[src/rtl/aesl_deadlock_pkg.sv]
// Shared types and helpers for the AESL deadlock monitor consumers.
// Channel fields are packed 3 bits per channel, channel 0 in the low bits.
package aesl_deadlock_pkg;

    localparam int FIELD_W  = 3;
    localparam int INFO_MAX = 96;

    typedef enum logic [2:0] {
        ST_IDLE,
        ST_WATCH,
        ST_DETECTED,
        ST_REPORT,
        ST_DONE
    } dl_state_e;

    // Callers pass the info bus cast up to INFO_MAX bits.
    function automatic logic [FIELD_W-1:0] field_of(input logic [INFO_MAX-1:0] info, input int c);
        return info[FIELD_W*c +: FIELD_W];
    endfunction

endpackage

[src/rtl/aesl_deadlock_report_unit.sv]
// Deadlock verdict and per-channel report beats for one monitored instance.
//   state    | meaning
//   IDLE     | no block seen, persistence count at 0
//   WATCH    | block asserted, counting samples with an unchanged blocked set
//   DETECTED | verdict latched this cycle, scan index reset
//   REPORT   | walking channels, one beat per nonzero field
//   DONE     | verdict held until clear
module aesl_deadlock_report_unit
    import aesl_deadlock_pkg::*;
#(
    parameter int NUM_CHAN  = 3,
    parameter int INFO_W    = 3*NUM_CHAN,
    parameter int THRESHOLD = 1000,
    parameter int CNT_W     = $clog2(THRESHOLD+1),
    parameter int CHAN_W    = (NUM_CHAN > 1) ? $clog2(NUM_CHAN) : 1
) (
    input  logic               clock,
    input  logic               reset,
    input  logic               block,
    input  logic [INFO_W-1:0]  axis_block_info,
    input  logic               clear,
    input  logic               report_ready,
    output logic               deadlock,
    output logic [INFO_W-1:0]  deadlock_info,
    output logic               report_valid,
    output logic [CHAN_W-1:0]  report_chan,
    output logic [FIELD_W-1:0] report_field,
    output logic               report_last,
    output logic [CNT_W-1:0]   watch_cnt
);

    dl_state_e            state, state_nxt;
    logic [INFO_W-1:0]    snapshot, snap_nxt, dli_nxt;
    logic [CNT_W-1:0]     cnt_nxt;
    logic [CHAN_W-1:0]    scan_idx, scan_nxt, rc_nxt;
    logic [FIELD_W-1:0]   rf_nxt, scan_field;
    logic                 dl_nxt, rv_nxt, rl_nxt;
    logic [INFO_MAX-1:0]  info_pad;
    logic [NUM_CHAN-1:0]  nz_mask;
    logic                 scan_last, info_same, at_limit, handshake, load_ok;

    assign info_pad   = INFO_MAX'(deadlock_info);
    assign scan_field = (32'(scan_idx) < NUM_CHAN) ? field_of(info_pad, int'(scan_idx)) : '0;
    assign scan_last  = ((nz_mask >> scan_idx) >> 1) == '0;
    assign info_same  = (axis_block_info == snapshot);
    assign at_limit   = (watch_cnt == CNT_W'(THRESHOLD-1));
    assign handshake  = report_valid & report_ready;
    assign load_ok    = !report_valid || handshake;

    always_comb begin
        nz_mask = '0;
        for (int c = 0; c < NUM_CHAN; c++) begin
            nz_mask[c] = |field_of(info_pad, c);
        end
    end

    always_ff @(posedge clock or negedge reset) begin
        if (!reset) state <= ST_IDLE;
        else        state <= state_nxt;
    end

    always_comb begin
        state_nxt = state;
        if (clear) begin
            state_nxt = ST_IDLE;
        end else begin
            case (state)
                ST_IDLE:     if (block) state_nxt = ST_WATCH;
                ST_WATCH: begin
                    if (!block)                     state_nxt = ST_IDLE;
                    else if (info_same && at_limit) state_nxt = ST_DETECTED;
                end
                ST_DETECTED: state_nxt = (deadlock_info == '0) ? ST_DONE : ST_REPORT;
                ST_REPORT:   if (handshake && report_last) state_nxt = ST_DONE;
                ST_DONE:     state_nxt = ST_DONE;
                default:     state_nxt = ST_IDLE;
            endcase
        end
    end

    always_comb begin
        cnt_nxt  = watch_cnt;
        snap_nxt = snapshot;
        dl_nxt   = deadlock;
        dli_nxt  = deadlock_info;
        scan_nxt = scan_idx;
        rv_nxt   = report_valid;
        rc_nxt   = report_chan;
        rf_nxt   = report_field;
        rl_nxt   = report_last;
        if (clear) begin
            cnt_nxt  = '0;
            snap_nxt = '0;
            dl_nxt   = 1'b0;
            dli_nxt  = '0;
            scan_nxt = '0;
            rv_nxt   = 1'b0;
            rc_nxt   = '0;
            rf_nxt   = '0;
            rl_nxt   = 1'b0;
        end else begin
            case (state)
                ST_IDLE: begin
                    cnt_nxt = block ? CNT_W'(1) : '0;
                    if (block) snap_nxt = axis_block_info;
                end
                ST_WATCH: begin
                    if (!block) begin
                        cnt_nxt = '0;
                    end else if (!info_same) begin
                        // A moving blocked set is progress; restart the count.
                        cnt_nxt  = CNT_W'(1);
                        snap_nxt = axis_block_info;
                    end else if (at_limit) begin
                        cnt_nxt = CNT_W'(THRESHOLD);
                        dl_nxt  = 1'b1;
                        dli_nxt = snapshot;
                    end else begin
                        cnt_nxt = watch_cnt + CNT_W'(1);
                    end
                end
                ST_DETECTED: scan_nxt = '0;
                ST_REPORT: begin
                    if (handshake && report_last) begin
                        rv_nxt = 1'b0;
                        rc_nxt = '0;
                        rf_nxt = '0;
                        rl_nxt = 1'b0;
                    end else if (load_ok) begin
                        // Load the next nonzero channel on the handshake edge itself.
                        rv_nxt   = (scan_field != '0);
                        rc_nxt   = (scan_field != '0) ? scan_idx : '0;
                        rf_nxt   = scan_field;
                        rl_nxt   = (scan_field != '0) && scan_last;
                        scan_nxt = scan_idx + CHAN_W'(1);
                    end
                end
                default: ;
            endcase
        end
    end

    always_ff @(posedge clock or negedge reset) begin
        if (!reset) begin
            watch_cnt     <= '0;
            snapshot      <= '0;
            deadlock      <= 1'b0;
            deadlock_info <= '0;
            scan_idx      <= '0;
            report_valid  <= 1'b0;
            report_chan   <= '0;
            report_field  <= '0;
            report_last   <= 1'b0;
        end else begin
            watch_cnt     <= cnt_nxt;
            snapshot      <= snap_nxt;
            deadlock      <= dl_nxt;
            deadlock_info <= dli_nxt;
            scan_idx      <= scan_nxt;
            report_valid  <= rv_nxt;
            report_chan   <= rc_nxt;
            report_field  <= rf_nxt;
            report_last   <= rl_nxt;
        end
    end

endmodule

[config.mk]
export PLATFORM = sky130hd
export DESIGN_NAME = aesl_deadlock_report_unit
export DESIGN_NICKNAME = d
export VERILOG_FILES = /design/src/rtl/aesl_deadlock_pkg.sv /design/src/rtl/aesl_deadlock_report_unit.sv
export SDC_FILE = /design/constraint.sdc
export NUM_CORES = 1
export LEC_CHECK = 0
export ABC_AREA = 1
export CORE_UTILIZATION = 53
export CTS_CLUSTER_SIZE = 16
export DETAILED_ROUTE_END_ITERATION = 8
export GPL_ROUTABILITY_DRIVEN = 0
export GPL_TIMING_DRIVEN = 0
export HOLD_SLACK_MARGIN = 0.12
export MAX_ROUTING_LAYER = met4
export PLACE_DENSITY = 0.8
export SYNTH_ARGS = -nofsm -noshare
export SYNTH_HDL_FRONTEND = slang
export SYNTH_SLANG_ARGS = --single-unit
export TNS_END_PERCENT = 30
[constraint.sdc]
create_clock -name clock -period 2.05 [get_ports clock]
set_input_delay 0.5125 -clock clock [delete_from_list [all_inputs] [get_ports clock]]
set_output_delay 0.5125 -clock clock [all_outputs]
set_load 0.01 [all_outputs]
==> reports/qor.yml <==
outcome:
  status: "complete, no violations"
setup_path:
  slowest_delay_ps: 580
  r2r_end: "deadlock_info[0]"
  crit_chain: "clkdlybuf4s50_1"
  path_delay_family: "buffers and inverters"
  crit_end: "watch_cnt[4]"
  r2r_start: "watch_cnt[0]"
  cp.arrival_ps: 1340
  crit_path_max_fanout: 7
  crit_buf_inv: 1
  reg2reg_slack_ps: 270
  reg2regPathDepth: 9
  cp_slowest_cell: "clkdlybuf4s50_1"
  path_depth: 1
  critPathCaptureType: "output pin"
  crit_type: "reg -> out"
  worstSetupStartpoint: "watch_cnt[4]"
  startpoint_type: "register"
  cp_data_required_time_ps: 1540
layout:
  antenna_cells: 0
  drive_above_1_share: 0.09192
  area_growth_pct: 23.51
  n_fill_cell: 362
  fin_nets: 374
  stdcell_count: 409
logic_synthesis:
  synth_top_area_frac: 0.4352
  synth.avg_cell_area_um2: 7.580
  ys_ff_latch: 41
  synth_seq_area_share: 0.4352
  synth_cells: 311
  synth.net_count: 327
  synth_area_leaders: "dfrtp_1, nand2_1, nand3_1"
  synth_area_um2: 2357
  synth_top_area_cell: "dfrtp_1"
  yosys_warnings: 0
  ys_types: 32
route:
  drc: 0
  wirelength_um: 5245
  antenna_left: 0
  num_vias: 2185
  drtIter0Drc: 147
  firstDrtPassIters: 4
  wl_per_cell_um: 12.82
  vias_per_cell: 5.342
clock_network:
  cts_tree: "yes"
  cts-root-buf: "clkbuf_8"
  cts_buffers: 5
  cts_setup_buffers: 0
  cts_buffer_depth: 2
  cts.sinks: 41
  clock_latency_ps: 300
  ctsHoldBuffers: 0
  ctsResizeCount: 0
  clk_pin_slew_worst_paths_ps: 80
  htreeDepth: 2
sta:
  fmax_mhz: 539.0
  fin_skew_ps: 8.220
  finalHoldViolations: 0
  rsz0062_at_grt: "false"
  min_period_ps: 1855
  min_period_over_period: 0.9050
  setup_slack_ps: 194.8
  slew_headroom: 0.5932
  finalMaxSlewViolations: 0
  tightest_slew_ps: 610.1
  timing.hold.ws_ps: 136.8
  setup_viol: 0
global_routing:
  antenna_found_initial: 0
  grt_pass1_wl_um: 9011
  grt_max_degree: 25
  grt-ovfl-total: 0
  grt_pass1_vias: 2017
  grtUsageTotal: 0.2647
floorplanning:
  die_area_um2: 4718
  core.rowCount: 23
  fp.dieH_um: 68.69
  start_util: 0.5688
  die_w_um: 68.69
  ios: 41
  coreArea_um2: 4144
place:
  io_buffers: 39
  place_inst: 401
  pre_cts_ws_ps: -81.27
  hpwl_um: 3916
worst_hold_path:
  hold_path.class: "in -> async"
power_and_ir_drop:
  ir_drop_uv: 491.8
  finalPower_mw: 1.829
  power.leakage_nw: 1.449
  power_density_nw_per_um2: 628.2
run:
  cap_violations: 0
[state kept, by name, summed over array words and instances (netlist names)]
register and cells:
deadlock 1, deadlock_info 9, report_chan 2, report_field 3, report_last 1, report_valid 1
scan_idx 2, snapshot 9, state 3, watch_cnt 10
[worst min path at each step]
stage                           start               to  slack, ps
after detailed placement        reset  report_field[0]        470
after CTS                       reset  report_field[0]        150
after global placement    snapshot[2]      snapshot[2]        510
final                           reset  report_field[0]        140
after floorplan                 reset         deadlock        220
after global routing            reset  report_field[0]        160
[logic make-up after synthesis]
logic type | Yosys count | share of synthesized area
buffers and inverters | 50 | 0.08757
AO/OA/AOI/OAI | 32 | 0.07750
AND/OR/NAND/NOR | 178 | 0.3593
flip-flops | 41 | 0.4352
XOR/XNOR | 8 | 0.02973
adder cells (fa/ha/maj) | 2 | 0.01061
[cell type report]
| type | instances | area [um^2] | share of cell area |
|---|---|---|---|
| Multi-Input combinational cell | 220 | 1125 | 0.3863 |
| Sequential cell | 41 | 1026 | 0.3524 |
| Timing Repair Buffer | 40 | 405.4 | 0.1392 |
| Inverter | 44 | 165.2 | 0.05673 |
| Clock buffer | 5 | 68.82 | 0.02364 |
| Tap cell | 50 | 62.56 | 0.02149 |
| Buffer | 6 | 41.29 | 0.01418 |
| Clock inverter | 3 | 17.52 | 0.006016 |
[stage by stage]
step | TNS [ps] | area (um^2) | utilization
floorplan | 0 | 2357 | -
global placement | -23700 | 2810 | 0.6781
detailed placement | -871.1 | 2825 | 0.6818
CTS | 0 | 2912 | 0.7026
global route | 0 | 2912 | 0.7026
finish | 0 | 2912 | 0.7026
[synthesized netlist by cell type (all sizes together)]
library cell,instances
o211ai,1
nor3,7
buf,5
or2,2
inv,44
o22ai,7
a32o,1
o21ai,15
clkbuf,1
nor2,35
nand3,40
xnor2,6
nand4,13
ha,2
nand3b,1
o21a,1
dfrtp,41
xor2,2
nand2,80
a21oi,7
[cells in the final DEF, fill, tap and decap left out, types with 2 or more instances in the layout]
cell / synthesis / layout
nand2_2: 2 / 2
dfrtp_1: 41 / 41
clkbuf_8: 0 / 5
nand4_1: 13 / 13
inv_1: 40 / 40
nand3_1: 40 / 40
o21ai_0: 13 / 13
nor2_1: 30 / 30
nor2_2: 2 / 2
nand2_4: 4 / 4
nor2_4: 3 / 3
clkinv_2: 0 / 2
ha_1: 2 / 2
o21ai_1: 2 / 2
xnor2_1: 6 / 6
inv_2: 4 / 4
buf_4: 3 / 3
nor3_1: 5 / 5
xor2_1: 2 / 2
o22ai_1: 7 / 7
a21oi_1: 6 / 6
nand2_1: 74 / 74
clkdlybuf4s50_1: 0 / 38
[routing by layer]
layer / wire, um / GRT usage / up-vias
met5: 0 / - / -
met2: 2566 / 0.4436 / 58
met4: 52 / 0.06378 / 0
met1: 2411 / 0.3344 / 1016
met3: 215 / 0.04441 / 4
li1: - / - / 1107
[report_power, final]
group          internal [mW]  total (mW)  switching, mW  leakage (nW)
registers              0.860       0.929         0.0689         0.561
logic                  0.138       0.374          0.236         0.845
clock network          0.235       0.525          0.290        0.0439
total                   1.23        1.83          0.595          1.45
No activity file was read; power rests on OpenSTA's default activity.
